$ cat src/rtl/accumulator_drain.sv
// accumulator_drain: snapshots M accumulator sums, rescales each (>>> FRAC, saturate to DW bits)
// and streams them out over valid/ready. Build macro ACC_DRAIN_RELU_EN adds a ReLU after saturation.
module accumulator_drain #(
  parameter int DW   = 16,
  parameter int M    = 5,
  parameter int FRAC = 8
) (
  input  logic                        clk,
  input  logic                        reset,
  input  logic                        start,
  input  logic signed [2*DW-1:0]      acc_in [0:M-1][0:0],
  output logic signed [DW-1:0]        out_data,
  output logic                        out_valid,
  input  logic                        out_ready,
  output logic [$clog2(M)-1:0]        out_index,
  output logic                        out_last,
  output logic                        busy,
  output logic                        done,
  output logic                        acc_enable_ok
);

  localparam int IW = $clog2(M);

  typedef logic signed [DW-1:0]   data_type;
  typedef logic signed [2*DW-1:0] double_data_type;

  typedef enum logic [1:0] {
    IDLE = 2'd0,
    SEND = 2'd1,
    DONE = 2'd2
  } state_t;

  localparam double_data_type SAT_MAX  = {{(DW+1){1'b0}}, {(DW-1){1'b1}}};
  localparam double_data_type SAT_MIN  = {{(DW+1){1'b1}}, {(DW-1){1'b0}}};
  localparam logic [IW-1:0]   LAST_IDX = IW'(M-1);

  // Floor shift, clamp to the narrow range, then optionally drop negatives.
  function automatic data_type scale(input double_data_type x);
    double_data_type sh;
    data_type        r;
    sh = x >>> FRAC;
    if (sh > SAT_MAX) begin
      r = SAT_MAX[DW-1:0];
    end else if (sh < SAT_MIN) begin
      r = SAT_MIN[DW-1:0];
    end else begin
      r = sh[DW-1:0];
    end
`ifdef ACC_DRAIN_RELU_EN
    if (r[DW-1]) begin
      r = {DW{1'b0}};
    end else begin
      r = r;
    end
`endif
    return r;
  endfunction

  state_t          state_r;
  double_data_type snap_r [0:M-1];
  double_data_type sel_s;

  // Output element is a plain mux of the frozen snapshot followed by the rescale.
  always_comb begin
    sel_s    = snap_r[out_index];
    out_data = scale(sel_s);
    out_last = (state_r == SEND) && (out_index == LAST_IDX);
  end

  // Drain FSM: snapshot on start, hand out one lane per handshake, pulse done.
  always_ff @(posedge clk) begin
    if (!reset) begin
      state_r       <= IDLE;
      out_valid     <= 1'b0;
      done          <= 1'b0;
      busy          <= 1'b0;
      acc_enable_ok <= 1'b1;
      out_index     <= {IW{1'b0}};
      for (int i = 0; i < M; i++) begin
        snap_r[i] <= {(2*DW){1'b0}};
      end
    end else begin
      case (state_r)
        IDLE: begin
          done <= 1'b0;
          if (start) begin
            for (int i = 0; i < M; i++) begin
              snap_r[i] <= acc_in[i][0];
            end
            out_index     <= {IW{1'b0}};
            out_valid     <= 1'b1;
            busy          <= 1'b1;
            acc_enable_ok <= 1'b0;
            state_r       <= SEND;
          end
        end
        SEND: begin
          if (out_valid && out_ready) begin
            if (out_index == LAST_IDX) begin
              out_valid <= 1'b0;
              done      <= 1'b1;
              state_r   <= DONE;
            end else begin
              out_index <= out_index + IW'(1);
            end
          end
        end
        DONE: begin
          done          <= 1'b0;
          busy          <= 1'b0;
          acc_enable_ok <= 1'b1;
          state_r       <= IDLE;
        end
        default: begin
          state_r       <= IDLE;
          out_valid     <= 1'b0;
          done          <= 1'b0;
          busy          <= 1'b0;
          acc_enable_ok <= 1'b1;
          out_index     <= {IW{1'b0}};
        end
      endcase
    end
  end

endmodule

$ cat config.mk
export PLATFORM = sky130hd
export DESIGN_NAME = accumulator_drain
export DESIGN_NICKNAME = d
export VERILOG_FILES = /design/src/rtl/accumulator_drain.sv
export SDC_FILE = /design/constraint.sdc
export NUM_CORES = 1
export LEC_CHECK = 0
export CAP_MARGIN = 20
export CORE_MARGIN = 2
export CORE_UTILIZATION = 47
export CTS_CLUSTER_DIAMETER = 30
export DETAILED_ROUTE_END_ITERATION = 16
export GPL_ROUTABILITY_DRIVEN = 0
export PLACE_DENSITY = 0.81
export REMOVE_ABC_BUFFERS = 1
export SLEW_MARGIN = 20
export SYNTH_ARGS = -nofsm -noshare
export SYNTH_HDL_FRONTEND = slang
export SYNTH_SLANG_ARGS = --single-unit
$ cat constraint.sdc
create_clock -name clk -period 5.85 [get_ports clk]
set_input_delay 1.17 -clock clk [delete_from_list [all_inputs] [get_ports clk]]
set_output_delay 1.17 -clock clk [all_outputs]
set_load 0.01 [all_outputs]
==> impl_metrics.yaml, run 1 <==
run_status:
  status: "completed"
clock_tree:
  cts.clk_slew.worst_paths_ns: 0.05
  h-tree-depth: 4
  cts_made_buffers: 17
  hold_buffers: 0
  post-cts-setup-buffers: 0
  clock-sinks: 132
  cts_root_buffer: "clkbuf_16"
  clock_path_buffers: 2
  cts_resized: 0
  clock_latency_ns: 0.41
  cts_tree: "done"
floorplanning:
  fp.dieH_microns: 116
  rows: 41
  fp.coreArea_sq_um: 12500
  start_util_pct: 47.7
  die_x_microns: 116
  dieArea_sq_um: 13600
  io_pins: 188
sta:
  setup_ws_ns: 0.986
  rsz0062_at_grt: "false"
  finalMaxSlewViolations: 0
  min_period_ns: 4.86
  setup_viol: 0
  min_period_over_period_pct: 83.1
  tns_ns: 0
  skew_ns: 0.00619
  tightest_slew_ns: 1.03
  fmax_mhz: 206
  final-hold-violation-count: 0
  relSlewSlack_pct: 31.5
setup_path:
  crit_path_end_kind: "primary output"
  critPathArrivalTime_ns: 3.69
  startpoint_type: "flip-flop"
  crit_fanout: 25
  r2r_slack_ns: 3.43
  cp.required_ns: 4.68
  critPathSlowestCell: "dfxtp_2"
  max_stage_delay_ns: 0.90
  crit_chain: "mux2i_1, a22oi_1, o21ai_1, nand4_1, o21ai_2, o21ai_1, clkdlybuf4s50_1"
  crit_top_cell: "o21ai_1"
  r2r-end: "snap_r[0][21]$_SDFFCE_PN0P_"
  reg2reg_depth: 4
  timing.rr.start: "state_r[0]$_SDFFE_PN0P_"
  crit_buf_inv: 1
  path_class: "reg2out"
  cp_top_family: "compound AO/OA/AOI/OAI gates"
cells_and_area:
  syn_to_final_growth_pct: 36.3
  drive_gt1_share_pct: 11.3
  antenna-diode-count: 0
  design_area_sq_um: 8110
  nets: 718
route:
  firstDrtPassIters: 4
  num_vias: 3650
  postRouteAntennaNets: 0
  drt-total-wl_microns: 12200
  drt-initial-drc-count: 143
  avgViaCountPerCell: 4.96
  drc: 0
  wire_per_inst_microns: 16.6
power_and_ir_drop:
  p_total_mw: 2.46
  powerDensity_nw_per_um2: 304
  leakage_nw: 3.10
  vdd_drop_max_v: 0.000147
run:
  maxCapViolCount: 0
synthesis:
  yosysWarnings: 0
  syn_avg_cell_area_sq_um: 14.8
  ys_async_sr_fraction_pct: 0
  synth_area_sq_um: 5950
  yosysMostFrequentCell: "and2_1"
  synth_area_leaders: "edfxtp_1 61%, and2_1 13%, mux4_2 6.1%"
  synth_cell_type_count: 36
  synthFlopType: "edfxtp_1"
  synth_edf_count: 120
  ys_seq_area_share_pct: 64.6
  synthesis.instances: 403
  synth_commonest_cells: "122 x and2_1, 120 x edfxtp_1, 32 x mux2i_1, 16 x clkbuf_1, 16 x mux4_2"
  synth.top_cell.area_share_pct: 60.6
  ys_seq_elements: 132
  yosys.area.top_type: "edfxtp_1"
global_route:
  gr-total-overflow: 0
  grt_use_total_pct: 18.7
  antenna_found_initial: 0
  first_global_vias: 3656
  grt_start_max_net_pins: 85
  grt_pass1_wl_microns: 18300
placement:
  numPortBuffers: 147
  dpl.hpwl_microns: 8200
  pre_cts_ws_ns: 1.33
  dpl-instance-area_sq_um: 7550
hold_path:
  hp-start: "done$_SDFFE_PN0P_"
  hold_path.class: "reg2reg"
  min_to: "done$_SDFFE_PN0P_"
  whs_path_depth: 2
routing by layer:
| metal | track usage (%) | wire length (microns) | vias to the layer above |
|---|---|---|---|
| met2 | 32.2 | 6420 | 104 |
| met1 | 22.5 | 4970 | 1765 |
| met5 | 0 | 0 | - |
| met4 | 7.62 | 205 | 0 |
| li1 | - | - | 1765 |
| met3 | 4.93 | 606 | 16 |
cell families (layout without fill, tap and decap cells):
kind of cell | after synthesis | in the layout | share of synthesized area [%]
buffers and inverters | 31 | 192 | 3.03
multiplexers | 48 | 48 | 11.4
flip-flops | 132 | 132 | 64.6
XOR/XNOR | 2 | 2 | 0.295
adder cells (fa/ha/maj) | 2 | 2 | 0.421
AND/OR/NAND/NOR | 147 | 147 | 15.5
AO/OA/AOI/OAI | 41 | 41 | 4.65
worst min-delay path: stages (launching register included):
cell and delay (ns):
dfxtp_1 0.30, inv_1 0.05, a21oi_1 0.05
report_power, final:
group,switching (mW),internal [mW]
Combinational,0.127,0.181
Sequential,0.0294,1.11
Clock,0.355,0.662
stage by stage:
step                      hold WS [ns]  util (%)  instances
final                            0.453      65.0        736
after global routing             0.464      65.0        736
after CTS                        0.453      65.0        736
after detailed placement         0.445      60.6        705
after global placement           0.441      60.6        705
after floorplan                  0.468         -        378
placed cells by master (no fill, tap or decap), types with 2 or more instances in the layout:
master | synthesis | routed
clkdlybuf4s50_1 | 0 | 147
a22oi_1 | 8 | 8
and2_1 | 122 | 122
bufinv_16 | 0 | 3
edfxtp_1 | 120 | 120
clkinv_1 | 1 | 4
nor2_1 | 8 | 8
mux4_2 | 16 | 16
clkbuf_1 | 16 | 7
clkbuf_16 | 0 | 17
o21ai_1 | 13 | 13
nand2b_1 | 3 | 3
inv_1 | 5 | 5
o21ai_2 | 11 | 11
ha_1 | 2 | 2
nor4_2 | 2 | 2
mux2i_1 | 32 | 32
dfxtp_1 | 12 | 11
a21oi_1 | 4 | 4
buf_4 | 0 | 8
nand4_1 | 2 | 2
worst max-delay path by stage:
stage,from,to,slack (ns),cells after the start
after floorplan,reset,snap_r[0][10]$_SDFFCE_PN0P_,-0.08,3
after global placement,flip-flop,out_data[2],1.38,7
after CTS,flip-flop,out_data[4],0.92,7
after global routing,flip-flop,out_data[2],0.72,7
after detailed placement,flip-flop,out_data[4],1.33,7
final,flip-flop,out_data[4],0.99,7
sequential cells by signal, indices dropped and copies added, names as in the netlist, named ones only:
signal / cells
busy: 1
state_r: 2
acc_enable_ok: 1
out_index: 3
out_valid: 1
done: 1
snap_r: 120
final cells by class:
class | instances | area [sq um]
Timing Repair Buffer | 155 | 1530
Multi-Input combinational cell | 240 | 1930
Tap cell | 172 | 215
Clock inverter | 7 | 106
Fill cell | 920 | 4360
Sequential cell | 132 | 3840
Clock buffer | 24 | 452
Inverter | 6 | 22.5
Note: power is estimated with default switching activity, not from simulation.
==> inputs of run 2 (changes only) <==
CORE_UTILIZATION = 42   (was 47)
PLACE_DENSITY = 0.76   (was 0.81)
clock period = 4.2 ns   (was 5.85 ns; I/O delays follow)
==> impl_metrics.yaml, run 2 (same netlist as run 1, synthesis figures left out) <==
clock_tree:
  cts_root_buffer: "clkbuf_16"
  cts_tree: "done"
  clock-sinks: 132
  cts.clk_slew.worst_paths_ns: 0.05
  clock_latency_ns: 0.41
  cts_made_buffers: 17
  post-cts-setup-buffers: 0
  clock_path_buffers: 2
  h-tree-depth: 4
setup_path:
  critPathSlowestCell: "clkdlybuf4s50_1"
  startpoint_type: "flip-flop"
  crit_path_end_kind: "primary output"
  critPathArrivalTime_ns: 2.99
  r2r_slack_ns: 2.35
  max_stage_delay_ns: 0.57
  r2r-end: "snap_r[4][22]$_SDFFCE_PN0P_"
  cp.required_ns: 3.36
  crit_chain: "buf_4, nor2_2, a22oi_1, o21ai_1, nor4_2, a21oi_2, buf_4, o21ai_1, clkdlybuf4s50_1"
  path_class: "reg2out"
  crit_fanout: 18
  reg2reg_depth: 4
  cp-endpoint: "out_data[2]"
  timing.rr.start: "state_r[0]$_SDFFE_PN0P_"
run_status:
  status: "completed"
floorplanning:
  fp.dieH_microns: 123
  fp.coreArea_sq_um: 13900
  start_util_pct: 42.8
  dieArea_sq_um: 15100
  die_x_microns: 123
  io_pins: 188
  rows: 43
sta:
  tightest_slew_ns: 0.646
  finalMaxSlewViolations: 0
  relSlewSlack_pct: 56.9
  tns_ns: 0
  min_period_over_period_pct: 91.2
  final-hold-violation-count: 0
  skew_ns: 0.00327
  min_period_ns: 3.83
  rsz0062_at_grt: "false"
  setup_viol: 0
  fmax_mhz: 261
power_and_ir_drop:
  vdd_drop_max_v: 0.000238
  pwr-share-comb_pct: 12.7
  swShare_pct: 21.0
  powerDensity_nw_per_um2: 422
  power.switching_mw: 0.723
  leakage_nw: 3.12
  internal-power_mw: 2.72
  clkPwrFrac_pct: 41.3
  p_seq_share_pct: 46.0
cells_and_area:
  nets: 720
  layout_common_cells: "147 x clkdlybuf4s50_1, 122 x and2_1, 120 x edfxtp_1"
  antenna-diode-count: 0
  top_regs: "snap_r x120, out_index x3, state_r x2"
  syn_to_final_growth_pct: 37.2
  design_area_sq_um: 8160
  largest_reg_flops: 120
  final_util_pct: 58.8
  top_register: "snap_r"
  layout_commonest_cell: "clkdlybuf4s50_1"
  finalNonFillerCells: 746
  drive_gt1_share_pct: 12.5
global_route:
  use_met2_pct: 27.8
  grt_use_total_pct: 16.5
  grt_start_max_net_pins: 122
  use_met1_pct: 20.1
  gr-total-overflow: 0
  top_usage_layer: "met2"
  antenna_found_initial: 0
  grt_pass1_wl_microns: 18300
  use_met3_pct: 4.61
  first_global_vias: 3693
run:
  maxCapViolCount: 0
route:
  drt-total-wl_microns: 12000
  firstDrtPassIters: 6
  drt-initial-drc-count: 255
  avgViaCountPerCell: 4.85
  postRouteAntennaNets: 0
  num_vias: 3619
  wire_per_inst_microns: 16.1
  drc: 0
placement:
  dpl-instance-area_sq_um: 7590
  dpl.hpwl_microns: 7910
  numPortBuffers: 147
  place_inst: 715
hold_path:
  hold_path.class: "reg2reg"
==> run 2: cell count changes in the layout (fill, tap and decap cells not counted) <==
cell	change
clkinv_2	+2
clkbuf_1	-5
buf_4	+1
dfxtp_2	-1
clkinvlp_4	+3
dfxtp_4	+1
buf_12	+1
==> run 2: worst max-delay path: cells and delay by family (launching register included) <==
kind                   cells  cell delay (ns)
flip-flops                 1             0.30
AND/OR/NAND/NOR            2             0.49
AO/OA/AOI/OAI              4             0.68
buffers and inverters      3             1.12
==> run 2: worst min-delay path by stage <==
stage / start / end / slack, ns / cells past startpoint
after floorplan: done$_SDFFE_PN0P_ / done$_SDFFE_PN0P_ / 0.47 / 2
after global placement: done$_SDFFE_PN0P_ / done$_SDFFE_PN0P_ / 0.44 / 2
after detailed placement: done$_SDFFE_PN0P_ / done$_SDFFE_PN0P_ / 0.44 / 2
after CTS: done$_SDFFE_PN0P_ / done$_SDFFE_PN0P_ / 0.45 / 2
after global routing: done$_SDFFE_PN0P_ / done$_SDFFE_PN0P_ / 0.48 / 2
final: done$_SDFFE_PN0P_ / done$_SDFFE_PN0P_ / 0.45 / 2
==> run 2: what timing repair did <==
item                                    4_1_cts  5_1_grt
gates resized for setup                       0        1
hold buffers                                  0        0
endpoints found under the setup margin        0        3
==> run 2: metal layers <==
layer  wire, microns  up-vias
met1            5150     1735
met4             170        0
met2            5980      100
met3             706       12
li1                -     1772
met5               0        -
==> run 2: stage by stage <==
| step | setup WS, ns | hold slack, ns | power, mW |
|---|---|---|---|
| floorplan | -1.40 | 0.468 | 1.81 |
| global placement | 0.606 | 0.437 | 2.04 |
| detailed placement | 0.591 | 0.445 | 2.05 |
| CTS | 0.128 | 0.452 | 3.48 |
| global route | 0.166 | 0.480 | 3.58 |
| finish | 0.368 | 0.448 | 3.44 |
==> run 2: power by group through the flow <==
stage | combinational, mW | clock (mW) | sequential (mW)
floorplan | 0.197 | 0 | 1.61
global placement | 0.436 | 0 | 1.60
detailed placement | 0.442 | 0 | 1.61
CTS | 0.444 | 1.45 | 1.58
global route | 0.474 | 1.51 | 1.59
finish | 0.437 | 1.42 | 1.58
==> run 2: final cells by class <==
type	instances	area, sq um
Multi-Input combinational cell	240	1930
Fill cell	1082	5720
Clock buffer	19	433
Clock inverter	12	139
Sequential cell	132	3850
Inverter	6	22.5
Timing Repair Buffer	157	1560
Tap cell	180	225
